[config.mk]
export PLATFORM = sky130hd
export DESIGN_NAME = ascon_aead_sequencer_flat
export DESIGN_NICKNAME = d
export VERILOG_FILES = /design/src/rtl/ascon_aead_sequencer_pkg.sv /design/src/rtl/ascon_aead_sequencer_if.sv /design/src/rtl/ascon_aead_sequencer_round_counter.sv /design/src/rtl/ascon_aead_sequencer.sv /design/src/flat_wrapper.sv
export SDC_FILE = /design/constraint.sdc
export NUM_CORES = 1
export LEC_CHECK = 0
export CAP_MARGIN = 20
export CORE_UTILIZATION = 50
export DETAILED_ROUTE_END_ITERATION = 16
export GPL_TIMING_DRIVEN = 0
export PLACE_DENSITY_LB_ADDON = 0.05
export RECOVER_POWER = 25
export SLEW_MARGIN = 0
export SYNTH_ARGS = -nofsm -noshare
export SYNTH_HDL_FRONTEND = slang
export SYNTH_SLANG_ARGS = --single-unit
[constraint.sdc]
create_clock -name clock_i -period 4.05 [get_ports clock_i]
set_input_delay 1.215 -clock clock_i [delete_from_list [all_inputs] [get_ports clock_i]]
set_output_delay 1.215 -clock clock_i [all_outputs]
set_load 0.05 [all_outputs]
[src/rtl/ascon_aead_sequencer_pkg.sv]
// Shared types and helpers for the Ascon AEAD control sequencer.
package ascon_pack;

   // Index of the final round of every permutation (p^a and p^b both end here).
   localparam int MAX_ROUND_IDX = 11;

   typedef enum logic [3:0] {
      IDLE    = 4'd0,
      INIT    = 4'd1,
      WAIT_AD = 4'd2,
      AD_PERM = 4'd3,
      WAIT_PT = 4'd4,
      PT_PERM = 4'd5,
      FINAL   = 4'd6,
      TAG     = 4'd7,
      DONE    = 4'd8
   } seq_state_t;

   // A permutation of n rounds starts at index 12-n so that it always ends on index 11.
   function automatic int unsigned round_start(input int unsigned n);
      return 32'd12 - n;
   endfunction

endpackage

[src/rtl/ascon_aead_sequencer_if.sv]
// Block handshake between the upstream data source and the sequencer.
interface ascon_aead_sequencer_if;
   logic blk_valid_i;
   logic blk_last_i;
   logic blk_ready_o;

   modport master (output blk_valid_i, output blk_last_i, input blk_ready_o);
   modport slave  (input blk_valid_i, input blk_last_i, output blk_ready_o);
endinterface

[src/rtl/ascon_aead_sequencer_round_counter.sv]
// Round index counter: loads a permutation start index, steps once per
// executed round and saturates at the terminal index.
module ascon_round_counter
   import ascon_pack::*;
#(
   parameter int ROUND_W = 4
) (
   input  logic               clock_i,
   input  logic               reset_i,
   input  logic               load_i,
   input  logic               en_i,
   input  logic [ROUND_W-1:0] load_val_i,
   output logic [ROUND_W-1:0] idx_o,
   output logic               last_o
);

   localparam logic [ROUND_W-1:0] TERM = ROUND_W'(MAX_ROUND_IDX);

   logic [ROUND_W-1:0] cnt_q, cnt_d;
   logic [ROUND_W-1:0] cur;

   // A load coinciding with a round makes the loaded value the index of that round.
   assign cur    = load_i ? load_val_i : cnt_q;
   assign idx_o  = en_i ? cur : cnt_q;
   assign last_o = (cur == TERM);

   // Next index: step on a round (no wrap past the terminal), else take a pending load.
   always_comb begin
      cnt_d = cnt_q;
      if (en_i) begin
         cnt_d = last_o ? cur : cur + 1'b1;
      end else if (load_i) begin
         cnt_d = load_val_i;
      end
   end

   // Index register.
   always_ff @(posedge clock_i) begin
      if (reset_i) begin
         cnt_q <= '0;
      end else begin
         cnt_q <= cnt_d;
      end
   end

endmodule

[src/rtl/ascon_aead_sequencer.sv]
// Control sequencer for one Ascon AEAD encryption pass:
// init, AD absorption, PT encryption, finalisation and tag release.
//
// state   | meaning
// IDLE    | after reset, waiting for start_i
// INIT    | p^a over IV||K||N, key/domain XOR on last round
// WAIT_AD | waiting for an AD block; handshake cycle is p^b round 1
// AD_PERM | remaining p^b rounds of an AD block
// WAIT_PT | waiting for a PT block; handshake emits ciphertext
// PT_PERM | remaining p^b rounds of a non-final PT block
// FINAL   | remaining p^a rounds after the last PT block
// TAG     | one-cycle tag release
// DONE    | pass complete, end_o held until next start_i
module ascon_aead_sequencer
   import ascon_pack::*;
#(
   parameter int PA_ROUNDS = 12,
   parameter int PB_ROUNDS = 6,
   parameter int ROUND_W   = 4
) (
   input  logic                clock_i,
   input  logic                reset_i,
   input  logic                start_i,
   input  logic                ad_present_i,
   ascon_aead_sequencer_if.slave blk,
   output logic [ROUND_W-1:0]  round_o,
   output logic                perm_en_o,
   output logic                input_mode_o,
   output logic                xor_data_o,
   output logic                xor_key_begin_o,
   output logic                xor_key_end_o,
   output logic                xor_lsb_o,
   output logic                cipher_valid_o,
   output logic                tag_valid_o,
   output logic                busy_o,
   output logic                end_o
);

   localparam logic [3:0] S_IDLE    = IDLE;
   localparam logic [3:0] S_INIT    = INIT;
   localparam logic [3:0] S_WAIT_AD = WAIT_AD;
   localparam logic [3:0] S_AD_PERM = AD_PERM;
   localparam logic [3:0] S_WAIT_PT = WAIT_PT;
   localparam logic [3:0] S_PT_PERM = PT_PERM;
   localparam logic [3:0] S_FINAL   = FINAL;
   localparam logic [3:0] S_TAG     = TAG;
   localparam logic [3:0] S_DONE    = DONE;

   localparam logic [ROUND_W-1:0] PA_START = ROUND_W'(round_start(PA_ROUNDS));
   localparam logic [ROUND_W-1:0] PB_START = ROUND_W'(round_start(PB_ROUNDS));

   logic [3:0]         state_q, state_d;
   logic               ad_q, ad_d;
   logic               blk_last_q, blk_last_d;
   logic               in_wait, wait_hs, idle_like;
   logic               cnt_load, cnt_last;
   logic [ROUND_W-1:0] cnt_val;

   assign in_wait   = (state_q == S_WAIT_AD) || (state_q == S_WAIT_PT);
   assign wait_hs   = in_wait && blk.blk_valid_i;
   assign idle_like = (state_q == S_IDLE) || (state_q == S_DONE);

   assign blk.blk_ready_o = in_wait;
   assign busy_o          = !idle_like;
   assign end_o           = (state_q == S_TAG) || (state_q == S_DONE);
   assign tag_valid_o     = (state_q == S_TAG);

   assign perm_en_o = wait_hs || (state_q == S_INIT) || (state_q == S_AD_PERM) ||
                      (state_q == S_PT_PERM) || (state_q == S_FINAL);

   // The counter is primed on start and reloaded in the handshake cycle itself;
   // only the last PT block starts a p^a, every other block a p^b.
   assign cnt_load = wait_hs || (idle_like && start_i);
   assign cnt_val  = ((state_q == S_WAIT_AD) || ((state_q == S_WAIT_PT) && !blk.blk_last_i))
                     ? PB_START : PA_START;

   ascon_round_counter #(.ROUND_W(ROUND_W)) u_round_counter (
      .clock_i    (clock_i),
      .reset_i    (reset_i),
      .load_i     (cnt_load),
      .en_i       (perm_en_o),
      .load_val_i (cnt_val),
      .idx_o      (round_o),
      .last_o     (cnt_last)
   );

   // Next-state and per-round datapath qualifiers.
   always_comb begin
      state_d         = state_q;
      ad_d            = ad_q;
      blk_last_d      = blk_last_q;
      input_mode_o    = 1'b0;
      xor_data_o      = 1'b0;
      xor_key_begin_o = 1'b0;
      xor_key_end_o   = 1'b0;
      xor_lsb_o       = 1'b0;
      cipher_valid_o  = 1'b0;
      case (state_q)
         S_IDLE, S_DONE: begin
            if (start_i) begin
               state_d = S_INIT;
               ad_d    = ad_present_i;
            end
         end
         S_INIT: begin
            input_mode_o = (round_o == PA_START);
            if (cnt_last) begin
               xor_key_end_o = 1'b1;
               xor_lsb_o     = !ad_q;
               state_d       = ad_q ? S_WAIT_AD : S_WAIT_PT;
            end
         end
         S_WAIT_AD: begin
            if (blk.blk_valid_i) begin
               xor_data_o = 1'b1;
               blk_last_d = blk.blk_last_i;
               if (!cnt_last) begin
                  state_d = S_AD_PERM;
               end else if (blk.blk_last_i) begin
                  xor_lsb_o = 1'b1;
                  state_d   = S_WAIT_PT;
               end
            end
         end
         S_AD_PERM: begin
            if (cnt_last) begin
               xor_lsb_o = blk_last_q;
               state_d   = blk_last_q ? S_WAIT_PT : S_WAIT_AD;
            end
         end
         S_WAIT_PT: begin
            if (blk.blk_valid_i) begin
               xor_data_o     = 1'b1;
               cipher_valid_o = 1'b1;
               if (blk.blk_last_i) begin
                  xor_key_begin_o = 1'b1;
                  if (cnt_last) begin
                     xor_key_end_o = 1'b1;
                     state_d       = S_TAG;
                  end else begin
                     state_d = S_FINAL;
                  end
               end else if (!cnt_last) begin
                  state_d = S_PT_PERM;
               end
            end
         end
         S_PT_PERM: begin
            if (cnt_last) begin
               state_d = S_WAIT_PT;
            end
         end
         S_FINAL: begin
            if (cnt_last) begin
               xor_key_end_o = 1'b1;
               state_d       = S_TAG;
            end
         end
         S_TAG: begin
            state_d = S_DONE;
         end
         default: begin
            state_d = S_IDLE;
         end
      endcase
   end

   // State, AD-present flag and last-block flag registers.
   always_ff @(posedge clock_i) begin
      if (reset_i) begin
         state_q    <= S_IDLE;
         ad_q       <= 1'b0;
         blk_last_q <= 1'b0;
      end else begin
         state_q    <= state_d;
         ad_q       <= ad_d;
         blk_last_q <= blk_last_d;
      end
   end

endmodule
[src/flat_wrapper.sv]
// flat-port wrapper written by rule: the top's interface ports become plain ports
module ascon_aead_sequencer_flat import ascon_pack::*;
#(
   parameter int PA_ROUNDS = 12,
   parameter int PB_ROUNDS = 6,
   parameter int ROUND_W   = 4
)
  (clock_i, reset_i, start_i, ad_present_i, round_o, perm_en_o, input_mode_o, xor_data_o, xor_key_begin_o, xor_key_end_o, xor_lsb_o, cipher_valid_o, tag_valid_o, busy_o, end_o, blk_blk_valid_i, blk_blk_last_i, blk_blk_ready_o);
  ascon_aead_sequencer_if blk_i ();
  input  logic clock_i;
  input  logic reset_i;
  input  logic start_i;
  input  logic ad_present_i;
  output logic [ROUND_W-1:0] round_o;
  output logic perm_en_o;
  output logic input_mode_o;
  output logic xor_data_o;
  output logic xor_key_begin_o;
  output logic xor_key_end_o;
  output logic xor_lsb_o;
  output logic cipher_valid_o;
  output logic tag_valid_o;
  output logic busy_o;
  output logic end_o;
  input wire logic [$bits(blk_i.blk_valid_i)-1:0] blk_blk_valid_i;
  input wire logic [$bits(blk_i.blk_last_i)-1:0] blk_blk_last_i;
  output wire logic [$bits(blk_i.blk_ready_o)-1:0] blk_blk_ready_o;
  assign blk_i.blk_valid_i = blk_blk_valid_i;
  assign blk_i.blk_last_i = blk_blk_last_i;
  assign blk_blk_ready_o = blk_i.blk_ready_o;
  ascon_aead_sequencer #(.PA_ROUNDS(PA_ROUNDS), .PB_ROUNDS(PB_ROUNDS), .ROUND_W(ROUND_W)) u_core (.clock_i(clock_i), .reset_i(reset_i), .start_i(start_i), .ad_present_i(ad_present_i), .blk(blk_i), .round_o(round_o), .perm_en_o(perm_en_o), .input_mode_o(input_mode_o), .xor_data_o(xor_data_o), .xor_key_begin_o(xor_key_begin_o), .xor_key_end_o(xor_key_end_o), .xor_lsb_o(xor_lsb_o), .cipher_valid_o(cipher_valid_o), .tag_valid_o(tag_valid_o), .busy_o(busy_o), .end_o(end_o));
endmodule
Word-level counts from Yosys, hierarchy flattened. Cells that the tools add are included. Widths: inputs -> output; s select.

Register bits: 10.

$add $sub $neg: 1. Equal/unequal tests: 18. Muxes and demuxes: 36. Reduce and logical (&&, ||, !) cells: 23.

Operator list (count): $mux 4 (15); $pmux 4 s8 (1); $eq 4x3->1 const B (4); $mux 1 (15); $logic_or 1x1->1 (9); $mux 3 (3); $reduce_and 9->1 (1); $eq 4x2->1 const B (2); $eq 4x4->1 const B (2); $logic_not 4->1 (2); $ne 2x1->1 const B (4); $ne 2x2->1 const B (3); $ne 3x3->1 const B (2); $reduce_or 2->1 (3); $add 4x1->4 const B (1); $eq 4x1->1 const B (1); $reduce_and 2->1 (2); $logic_and 1x1->1 (3); $logic_not 1->1 (3); $pmux 1 s3 (1); $pmux 1 s2 (1).

Longest topological paths before layout. Gate-level depths: netlist of run 1.

Depth after elaboration: 10. Mapped depth: 10. Mapped depth without buffers: 9.

Hierarchy. From an unflattened synthesis of run 1, not the netlist that was laid out.

Cells, all modules: 121. Area total of the unflattened synthesis: 947.2 um^2.

By module, submodules not included: ascon_aead_sequencer (times used 1, cells an instance 83, area each 621.8 um^2, seq. area each 120.1 um^2); ascon_round_counter (times used 1, cells an instance 38, area each 325.3 um^2, seq. area each 80.1 um^2).

Worst setup path after synthesis of run 1. Ideal clock, no wire load.

Kind: input to output. From: in blk_blk_valid_i. To: out xor_key_end_o. Arrival time: 3.632 ns. Path slack: -0.797 ns. Stages: 8. Path buffers: 1. Path through: clkbuf_1 a31oi_2 or2_1 nand2_1 ha_1 and3b_1 o211ai_2 nor3_1.

Longest elaborated chain between the ends: 8.

Ends and longest elaborated chain: start: declaration (RTL line flat_wrapper.sv:25) `input wire logic [$bits(blk_i.blk_valid_i)-1:0] blk_blk_valid_i;`; $logic_and 1x1->1 (RTL line ascon_aead_sequencer.sv:60) `assign wait_hs = in_wait && blk.blk_valid_i;`; $logic_or 1x1->1 (RTL line ascon_aead_sequencer.sv:73) `assign cnt_load = wait_hs || (idle_like && start_i);`; $mux 4 (RTL line ascon_aead_sequencer_round_counter.sv:23) `assign cur = load_i ? load_val_i : cnt_q;`; $eq 4x4->1 (RTL line ascon_aead_sequencer_round_counter.sv:25) `assign last_o = (cur == TERM);`; $mux 1 (RTL line ascon_aead_sequencer.sv:107, ascon_aead_sequencer.sv:137, ascon_aead_sequencer.sv:154); $mux 1 (RTL line ascon_aead_sequencer.sv:135) `if (blk.blk_last_i) begin`; $mux 1 (RTL line ascon_aead_sequencer.sv:132) `if (blk.blk_valid_i) begin`; $pmux 1 s2 * (RTL line ascon_aead_sequencer.sv:98) `case (state_q)`; end: declaration (RTL line flat_wrapper.sv:19) `output logic xor_key_end_o;`.

Mark *: on every way between the ends. The rest lies on a longest branch, timed or not.

Worst setup path in the final report of run 1.
From: in start_i. To: out xor_key_end_o.

Longest elaborated chain between the ends: 8.

Ends and longest elaborated chain: start: declaration (RTL line flat_wrapper.sv:12) `input logic start_i;`; $logic_and 1x1->1 * (RTL line ascon_aead_sequencer.sv:73); $logic_or 1x1->1 * (RTL line ascon_aead_sequencer.sv:73); $mux 4 * (RTL line ascon_aead_sequencer_round_counter.sv:23); $eq 4x4->1 * (RTL line ascon_aead_sequencer_round_counter.sv:25); $mux 1 * (RTL line ascon_aead_sequencer.sv:107, ascon_aead_sequencer.sv:137, ascon_aead_sequencer.sv:154); $mux 1 (RTL line ascon_aead_sequencer.sv:135); $mux 1 (RTL line ascon_aead_sequencer.sv:132); $pmux 1 s2 * (RTL line ascon_aead_sequencer.sv:98).

Marks and branches as above.

==> impl_metrics.py, run 1 <==
metrics = {
    "outcome": {
        "status": "completed",
    },
    "hold_path": {
        "min_from": "u_core.ad_q",
        "min_path_type": "reg -> reg",
    },
    "die": {
        "die-area_um2": 2151,
        "initial_utilization_pct": 55.23,
        "fp-row-count": 15,
        "die-width_um": 46.38,
        "core-area_um2": 1783,
        "fp.dieH_um": 46.38,
        "ioPinCount": 21,
    },
    "yosys": {
        "synth.distinct_cells": 55,
        "synth_common_cells": "nand2_1, a21oi_1, dfxtp_1",
        "syn_inst": 127,
        "yosys_warnings": 0,
        "synth_top_area_share_pct": 20.33,
        "post-synth-top-count-cell": "nand2_1",
        "synth_area_um2": 984.7,
        "synthesis.nets": 134,
        "synthArstFlopShare_pct": 0,
        "synth_area_leader_cell": "dfxtp_1",
        "yosys-top-cells-area": "dfxtp_1, a21oi_1, nand2_1",
        "synth_ff_type": "dfxtp_1",
        "synth_edf_count": 0,
        "syn_area_per_cell_um2": 7.753,
        "yosysSeqAreaShare_pct": 20.33,
        "synth_seq_cells": 10,
    },
    "global_routing": {
        "grt_max_degree": 11,
        "overflow": 0,
        "track_usage_pct": 31.31,
        "grt-busiest-layer": "met2",
        "grtUsageMet3_pct": 3.922,
        "grt_pass1_vias": 991,
        "grt_use_met1_pct": 39.86,
        "grt_first_pass_wirelength_um": 4712,
        "antenna_found_initial": 0,
        "use_met2_pct": 53.06,
    },
    "cells_and_area": {
        "area_delta_synth_final_pct": 45.62,
        "post-route-util_pct": 80.42,
        "nFillCells": 126,
        "drive_gt1_share_pct": 30.06,
        "diodes": 0,
        "final_nets": 172,
    },
    "clocking": {
        "cts_sinks": 10,
        "clkTransAtPathRegs_ns": 0.08,
        "clk_latency_ns": 0.28,
        "htreeDepth": 1,
        "root_buffer": "clkbuf_4",
        "cts.path.max_buffers": 2,
        "hold_buffers": 0,
        "numCtsBuffers": 3,
        "cts_tree": "done",
    },
    "power_and_ir_drop": {
        "vdd_drop_max_mv": 0.6613,
        "p_leak_nw": 0.5851,
        "power_per_cell_area_nw_per_um2": 766.9,
        "power.total_mw": 1.100,
    },
    "sta": {
        "setup_ws_ns": 0.009045,
        "relSlewSlack_pct": 63.32,
        "period_minus_slack_ns": 4.041,
        "final.setup.tns_ns": 0,
        "whs_ns": 0.4774,
        "hold_viol": 0,
        "worst_slew_pin_slew_ns": 0.5428,
        "setup_viol": 0,
        "skew_ns": 0.002744,
        "grt_setup_unrepaired": "yes",
        "timing.final.crit_share_pct": 99.78,
        "drv_slew": 0,
        "max_clock_freq_mhz": 247.5,
    },
    "detailed_routing": {
        "ant_nets": 0,
        "post_drt_wl_per_cell_um": 16.68,
        "routed_wl_um": 3135,
        "viasPerCell": 6.032,
        "drc": 0,
        "drt-pass1-iter-count": 4,
        "drt_iter0_markers": 46,
        "vias": 1134,
    },
    "placed_design": {
        "dp_slack_ns": -1.280,
        "dpl.hpwl_um": 2087,
        "gp_congestion": 0.8465,
        "portBuffers": 20,
    },
    "setup_path": {
        "critPathSlowestCell": "or2_4",
        "path_max_fanout": 4,
        "startpoint": "start_i",
        "end_kind": "output pin",
        "path_cells": "buf_8 -> nor4b_4 -> a31oi_4 -> or2_4 -> nand2_4 -> ha_4 -> and3b_2 -> o211ai_4 -> nor3_4 -> buf_6",
        "crit_type": "in -> out",
        "cp.buffers_inverters": 2,
        "reg2reg_from": "u_core.state_q[3]",
        "crit_path_start_kind": "input pin",
        "arrival_ns": 2.83,
        "critPathRequiredTime_ns": 2.83,
        "cp_top_family": "simple AND/OR/NAND/NOR gates",
        "critical-path-max-stage-delay_ns": 0.28,
    },
    "flow_run": {
        "cap_violations": 0,
    },
}
[worst paths after layout]
check | endpoint | slack [ns] | cells after the start
setup / recovery | xor_key_end_o | 0.009 | 10
hold / removal | u_core.ad_q | 0.48 | 2
setup reg to reg | u_core.state_q[1] | 1.42 | 11
hold reg to reg | u_core.ad_q | 0.48 | 2
[cell type report]
| type | count | area [µm²] | area share, % |
|---|---|---|---|
| timing repair buffer | 33 | 297.8 | 20.77 |
| inverter | 5 | 18.77 | 1.309 |
| clock buffer | 3 | 22.52 | 1.571 |
| buffer | 9 | 71.32 | 4.974 |
| multi-input combinational | 103 | 792.0 | 55.24 |
| tap | 25 | 31.28 | 2.181 |
| sequential | 10 | 200.2 | 13.96 |
[power by group]
part | switching, mW | internal, mW | total (mW)
Sequential | 0.0313 | 0.125 | 0.156
Combinational | 0.530 | 0.337 | 0.867
Clock | 0.0423 | 0.0346 | 0.0769
[through the flow]
stage          instance area, µm²  cells
2_1_floorplan                1039    127
3_3_place_gp                 1270    172
3_5_place_dp                 1270    172
4_1_cts                      1381    184
5_1_grt                      1434    188
6_report                     1434    188
[state kept, by name (all words and copies together), names as in the netlist]
name and count:
u_core.state_q 4, u_core.u_round_counter.cnt_q 4, u_core.ad_q 1, u_core.blk_last_q 1
[layout by cell type (no fill, tap or decap), types with 2 or more instances in the layout]
| cell type | netlist | routed |
|---|---|---|
| or2_4 | 1 | 2 |
| buf_2 | 4 | 4 |
| nand2_1 | 12 | 11 |
| a21oi_1 | 10 | 9 |
| or3_1 | 3 | 3 |
| nor3b_1 | 4 | 3 |
| buf_4 | 0 | 13 |
| mux2i_1 | 2 | 2 |
| o21ai_0 | 4 | 4 |
| clkbuf_4 | 0 | 3 |
| dfxtp_1 | 10 | 10 |
| inv_1 | 5 | 5 |
| nor2_1 | 9 | 9 |
| buf_6 | 3 | 6 |
| a31oi_1 | 2 | 2 |
| dlygate4sd2_1 | 0 | 3 |
| and2_1 | 4 | 4 |
| nand3_1 | 5 | 5 |
| o211ai_1 | 2 | 2 |
| a211oi_1 | 2 | 2 |
| nor2b_1 | 2 | 2 |
| a21o_1 | 3 | 3 |
| nand2b_1 | 2 | 2 |
| clkdlybuf4s50_1 | 0 | 11 |
[cells by family (layout without fill, tap and decap cells)]
family	after synthesis	count (layout)	share of synthesized area, %
simple gates	60	60	36.34
compound gates	38	38	29.35
buf+inv	14	50	8.132
flops	10	10	20.33
xor+xnor	2	2	2.542
mux	2	2	2.033
fa+ha+maj	1	1	1.270
[metal layers]
metal / routed length [µm] / part of all wire (%)
met1: 1314 / 42
met2: 1578 / 50
met3: 182 / 5.8
met4: 59 / 1.9
met5: 0 / 0
[worst register-to-register path, cell delays in order, from the launching register on]
cell and delay (ns):
dfxtp_1 0.30, buf_2 0.19, nor2_2 0.36, a31oi_4 0.17
or2_4 0.28, nand2_4 0.07, ha_4 0.12, buf_4 0.12
nor4bb_1 0.45, nor3b_1 0.10, o31ai_1 0.25, mux2i_1 0.09
[repair_timing]
item	4_1_cts	5_1_grt
pin swaps	7	7
setup buffers	9	4
endpoints found under the setup margin	11	3
resized for setup	34	8
(Power assumes the default switching activity.)
==> run 2: changes to the inputs <==
- CELL_PAD_IN_SITES_DETAIL_PLACEMENT: unset -> 0
- CELL_PAD_IN_SITES_GLOBAL_PLACEMENT: unset -> 1
- CORE_UTILIZATION: 50 -> 38
- CTS_BUF_LIST: unset -> sky130_fd_sc_hd__clkbuf_2
==> run 2 against run 1 <==
Against the previous run: cell count rose by 1.6%; sequential cell count did not move; sequential share of layout area rose by 0.24 points; critical path type unchanged; highest routed layer unchanged.
==> impl_metrics.py, run 2 (same netlist as run 1, synthesis figures left out) <==
metrics = {
    "setup_path": {
        "critPathRequiredTime_ns": 2.83,
        "arrival_ns": 2.83,
        "critPathSlowestCell": "a31oi_4",
        "path_cells": "buf_2 -> clkbuf_8 -> a31oi_4 -> buf_6 -> nand2_2 -> nand2_2 -> ha_4 -> and3b_2 -> o211ai_4 -> nor3_4 -> buf_6",
        "reg2reg_to": "u_core.state_q[1]",
        "end_kind": "output pin",
        "reg2reg_from": "u_core.state_q[3]",
        "critical-path-max-stage-delay_ns": 0.23,
        "rr_worst_depth": 11,
        "crit_path_start_kind": "input pin",
        "crit_type": "in -> out",
        "path_max_fanout": 6,
        "r2r_slack_ns": 1.51,
    },
    "global_routing": {
        "overflow": 0,
        "track_usage_pct": 23.69,
        "grt_first_pass_wirelength_um": 4726,
        "grt_max_degree": 11,
        "antenna_found_initial": 0,
        "grt_pass1_vias": 986,
    },
    "clocking": {
        "cts_sinks": 10,
        "clkTransAtPathRegs_ns": 0.10,
        "clk_latency_ns": 0.27,
        "numCtsBuffers": 3,
        "htreeDepth": 1,
        "cts_tree": "done",
        "cts.path.max_buffers": 2,
        "root_buffer": "clkbuf_2",
    },
    "sta": {
        "grt_setup_unrepaired": "yes",
        "timing.final.crit_share_pct": 99.94,
        "period_minus_slack_ns": 4.048,
        "setup_ws_ns": 0.002446,
        "skew_ns": 0.01020,
        "max_clock_freq_mhz": 247.1,
        "hold_viol": 0,
        "setup_viol": 0,
        "final.setup.tns_ns": 0,
        "drv_slew": 0,
        "relSlewSlack_pct": 61.18,
        "worst_slew_pin_slew_ns": 0.5824,
    },
    "hold_path": {
        "min_to": "u_core.ad_q",
        "min_path_cells": 2,
        "min_from": "u_core.ad_q",
        "min_path_type": "reg -> reg",
    },
    "detailed_routing": {
        "dr_wl_met3_um": 141,
        "dr_wl_met2_um": 1424,
        "viasPerCell": 5.817,
        "routed_wl_um": 2985,
        "vias": 1111,
        "ant_nets": 0,
        "post_drt_wl_per_cell_um": 15.63,
        "drc": 0,
        "highest_layer": "met4",
        "drt-pass1-iter-count": 4,
        "drt_iter0_markers": 15,
        "wl_met1_um": 1380,
    },
    "cells_and_area": {
        "final_nets": 170,
        "area_delta_synth_final_pct": 43.20,
        "diodes": 0,
        "drive_gt1_share_pct": 29.19,
        "nFillCells": 243,
        "final_common_cell": "clkdlybuf4s50_1",
        "top_regs": "u_core.state_q: 4 flops, u_core.u_round_counter.cnt_q: 4 flops",
        "final_cell_mix": "clkdlybuf4s50_1, nand2_1, buf_4, dfxtp_1",
        "design_area_um2": 1410,
    },
    "placed_design": {
        "dpl.hpwl_um": 2081,
        "dp_slack_ns": -1.277,
        "portBuffers": 20,
        "dpl_cell_area_um2": 1276,
        "gp_congestion": 0.7896,
    },
    "power_and_ir_drop": {
        "power.total_mw": 1.070,
        "p_leak_nw": 0.5761,
        "power_per_cell_area_nw_per_um2": 758.5,
        "vdd_drop_max_mv": 0.4371,
    },
    "flow_run": {
        "cap_violations": 0,
    },
    "die": {
        "ioPinCount": 21,
        "initial_utilization_pct": 40.11,
        "core-area_um2": 2455,
        "fp-row-count": 18,
        "die-area_um2": 2799,
        "die-width_um": 52.91,
        "fp.dieH_um": 52.91,
    },
    "outcome": {
        "status": "completed",
    },
}
-- run 2: changes by cell type in the layout (fill, tap and decap cells not counted) --
cell / before / now
nor3b_2: 0 / 1
nand2_4: 1 / 0
buf_4: 13 / 10
dlymetal6s2s_1: 0 / 1
nor3b_4: 1 / 0
or2_4: 2 / 1
nand2_1: 11 / 10
clkbuf_2: 1 / 3
nand2_2: 1 / 3
clkdlybuf4s50_1: 11 / 13
clkbuf_4: 3 / 0
or2_1: 0 / 1
buf_2: 4 / 6
dlygate4sd2_1: 3 / 0
-- run 2: stage by stage --
stage                     hold slack [ns]  utilization (%)  instances
after floorplan                    0.4367                -        127
after global placement             0.4573            51.99        177
after detailed placement           0.4750            51.99        177
after CTS                          0.4910            56.42        188
after global routing               0.5102            57.44        191
final                              0.4901            57.44        191
-- run 2: worst max-delay path: cells and delay by family --
family | cells | cell delay (ns)
simple gates | 4 | 0.54
fa+ha+maj | 1 | 0.12
buf+inv | 4 | 0.59
compound gates | 2 | 0.36
-- run 2: how the worst max path moves through the flow --
stage | from | end | slack [ns]
2_1_floorplan | start_i | xor_key_end_o | -0.01
3_3_place_gp | start_i | xor_key_end_o | -1.25
3_5_place_dp | start_i | xor_key_end_o | -1.28
4_1_cts | start_i | xor_key_end_o | 0.0001
5_1_grt | start_i | xor_key_end_o | -0.09
6_report | blk_blk_valid_i | xor_key_end_o | 0.002
-- run 2: repair_timing --
item / 4_1_cts / 5_1_grt
setup buffers: 8 / 3
pin swaps: 8 / 6
hold buffers: 0 / 0
setup endpoints to repair: 11 / 5
gates resized for setup: 37 / 1
-- run 2: power by group --
group / leakage [nW] / internal (mW) / switching [mW]
registers: 0.0817 / 0.125 / 0.0315
clock network: 0.0125 / 0.0202 / 0.0383
logic: 0.482 / 0.341 / 0.514
-- run 2: layout make-up --
class / count / area (µm²) / area share [%]
Multi-Input combinational cell: 103 / 780.7 / 55.37
Sequential cell: 10 / 200.2 / 14.20
Timing Repair Buffer: 31 / 286.5 / 20.32
Buffer: 9 / 71.32 / 5.058
Clock buffer: 3 / 15.01 / 1.065
Inverter: 5 / 18.77 / 1.331
Tap cell: 30 / 37.54 / 2.662
-- run 2: per-layer routing --
layer | GRT usage (%) | vias up
met2 | 39.24 | 31
met5 | 0 | -
li1 | - | 541
met4 | 7.018 | 0
met3 | 5.460 | 8
met1 | 30.14 | 531
==> run 3: changes to the inputs <==
- CORE_UTILIZATION: 38 -> 35
- HOLD_SLACK_MARGIN: unset -> 0.05
- REMOVE_ABC_BUFFERS: unset -> 1
==> run 3 against run 2 <==
Against the previous run: non-clock buffer count is 8 lower; core utilization fell by 5.1 points; register-to-register slack got worse by 0.36 ns; power shrank 2.1%; cell area down 4.7%; die area up 8.2%; sequential cell count unchanged; cell count shrank 4.2%; setup slack better by 0.054 ns; largest power group unchanged.
==> impl_metrics.py, run 3 (same netlist as run 1, synthesis figures left out) <==
metrics = {
    "placed_design": {
        "gp_congestion": 0.7577,
        "dp.cells": 168,
        "portBuffers": 20,
        "dpl.hpwl_um": 1906,
    },
    "sta": {
        "period_minus_slack_ns": 3.994,
        "drv_slew": 0,
        "worst_slew_pin_slew_ns": 0.6765,
        "timing.final.crit_share_pct": 98.61,
        "final.setup.tns_ns": 0,
        "skew_ns": 0.005689,
        "setup_viol": 0,
        "max_clock_freq_mhz": 250.4,
        "relSlewSlack_pct": 54.84,
        "whs_ns": 0.4888,
        "hold_viol": 0,
    },
    "global_routing": {
        "track_usage_pct": 21.53,
        "grt_pass1_vias": 1013,
        "antenna_found_initial": 0,
        "overflow": 0,
        "grt_first_pass_wirelength_um": 4692,
        "grt_max_degree": 23,
    },
    "clocking": {
        "clk_latency_ns": 0.26,
        "root_buffer": "clkbuf_2",
        "cts.path.max_buffers": 2,
        "cts_tree": "done",
        "htreeDepth": 1,
        "numCtsBuffers": 3,
        "cts_sinks": 10,
        "clkTransAtPathRegs_ns": 0.11,
    },
    "hold_path": {
        "min_path_type": "reg -> reg",
        "min_path_cells": 2,
        "min_to": "u_core.ad_q",
        "min_from": "u_core.ad_q",
    },
    "setup_path": {
        "path_cells": "buf_8 -> nor4b_4 -> a31oi_4 -> or2_4 -> nand2_4 -> ha_4 -> and3b_2 -> o211ai_4 -> nor3_2 -> buf_6",
        "critPathRequiredTime_ns": 2.83,
        "crit_path_start_kind": "input pin",
        "r2r_slack_ns": 1.15,
        "rr_worst_depth": 10,
        "reg2reg_to": "u_core.state_q[1]",
        "critical-path-max-stage-delay_ns": 0.29,
        "critPathSlowestCell": "or2_4",
        "reg2reg_from": "u_core.state_q[0]",
        "cp.buffers_inverters": 2,
        "arrival_ns": 2.78,
        "path_max_fanout": 4,
        "crit_type": "in -> out",
        "cp_top_family": "simple AND/OR/NAND/NOR gates",
        "end_kind": "output pin",
    },
    "power_and_ir_drop": {
        "power_per_cell_area_nw_per_um2": 779.0,
        "seq_power_share_pct": 21.4,
        "pwr-share-clk_pct": 5.4,
        "power.total_mw": 1.047,
        "vdd_drop_max_mv": 0.4836,
        "swShare_pct": 55.43,
        "p_int_uw": 466.5,
        "pwr-share-comb_pct": 73.3,
        "p_leak_nw": 0.5458,
        "p_sw_uw": 580.3,
    },
    "cells_and_area": {
        "stdcell_count": 183,
        "final_common_cell": "buf_4",
        "diodes": 0,
        "final_nets": 162,
        "final_cell_mix": "buf_4, nand2_1, clkdlybuf4s50_1",
        "area_delta_synth_final_pct": 36.47,
        "drive_gt1_share_pct": 28.76,
        "top_regs": "u_core.state_q: 4 flops, u_core.u_round_counter.cnt_q: 4 flops",
    },
    "detailed_routing": {
        "drt-pass1-iter-count": 4,
        "routed_wl_um": 2982,
        "ant_nets": 0,
        "post_drt_wl_per_cell_um": 16.30,
        "drc": 0,
        "drt_iter0_markers": 11,
        "viasPerCell": 5.940,
        "vias": 1087,
    },
    "die": {
        "fp-row-count": 18,
        "fp.dieH_um": 55.04,
        "ioPinCount": 21,
        "initial_utilization_pct": 38.35,
        "core-area_um2": 2567,
        "die-area_um2": 3029,
        "die-width_um": 55.04,
    },
    "flow_run": {
        "cap_violations": 0,
    },
    "outcome": {
        "status": "completed",
    },
}
==> run 3: cell count changes in the layout (fill, tap and decap cells not counted), sizes merged <==
| cell | before | now |
|---|---|---|
| clkdlybuf4s50 | 13 | 10 |
| buf | 23 | 17 |
| clkbuf | 5 | 3 |
| dlygate4sd2 | 0 | 3 |
==> run 3: repair_timing <==
item	CTS	global route
gates resized for setup	41	13
endpoints found under the hold margin	0	0
endpoints found under the setup margin	11	3
pin swaps	6	3
hold buffers	0	0
setup buffers	10	2
==> run 3: metrics by stage <==
stage	setup WS [ns]	utilization (%)	cell area, µm²
finish	0.05640	52.34	1344
CTS	-0.002334	49.95	1282
detailed placement	-1.446	45.22	1161
global route	-0.0003397	52.34	1344
floorplan	-0.6844	-	923.4
global placement	-1.419	45.22	1161
==> run 3: worst min-delay path: cells and delay by family (launching register included) <==
kind               cells  cell delay [ns]
and+or+nand+nor        1             0.06
AOI/OAI and AO/OA      1             0.06
DFF                    1             0.34
==> run 3: cell type report <==
class                   count  area, µm²
inverters                   5      18.77
well taps                  30      37.54
multi-input cells         103      777.0
fillers                   255       1224
flip-flops and latches     10      202.7
repair buffers             32      292.8
clock buffers               3      15.01
==> run 3: worst max path at each step <==
stage                    start       endpoint  slack (ns)  depth (start not counted)
2_1_floorplan          start_i  xor_key_end_o       -0.68                          8
3_3_place_gp   blk_blk_valid_i  xor_key_end_o       -1.42                          9
3_5_place_dp   blk_blk_valid_i  xor_key_end_o       -1.45                          9
4_1_cts                start_i  xor_key_end_o      -0.002                         10
5_1_grt                start_i      xor_lsb_o     -0.0003                         10
6_report               start_i  xor_key_end_o        0.06                         10
==> run 3: power by group through the flow <==
| stage | registers (mW) | clock network (mW) | logic, mW |
|---|---|---|---|
| final | 0.224 | 0.0564 | 0.767 |
| after global routing | 0.231 | 0.0631 | 0.830 |
| after CTS | 0.219 | 0.0579 | 0.722 |
| after detailed placement | 0.217 | 0 | 0.649 |
| after global placement | 0.216 | 0 | 0.642 |
| after floorplan | 0.188 | 0 | 0.491 |
==> run 3: metal layers <==
layer	routed length [µm]	up-vias	track usage, %	share of wire (%)
met5	0	-	0	0
met3	167	6	6.831	5.6
met1	1323	525	25.94	44
li1	-	523	-	-
met4	47	0	5.833	1.6
met2	1444	33	36.55	48
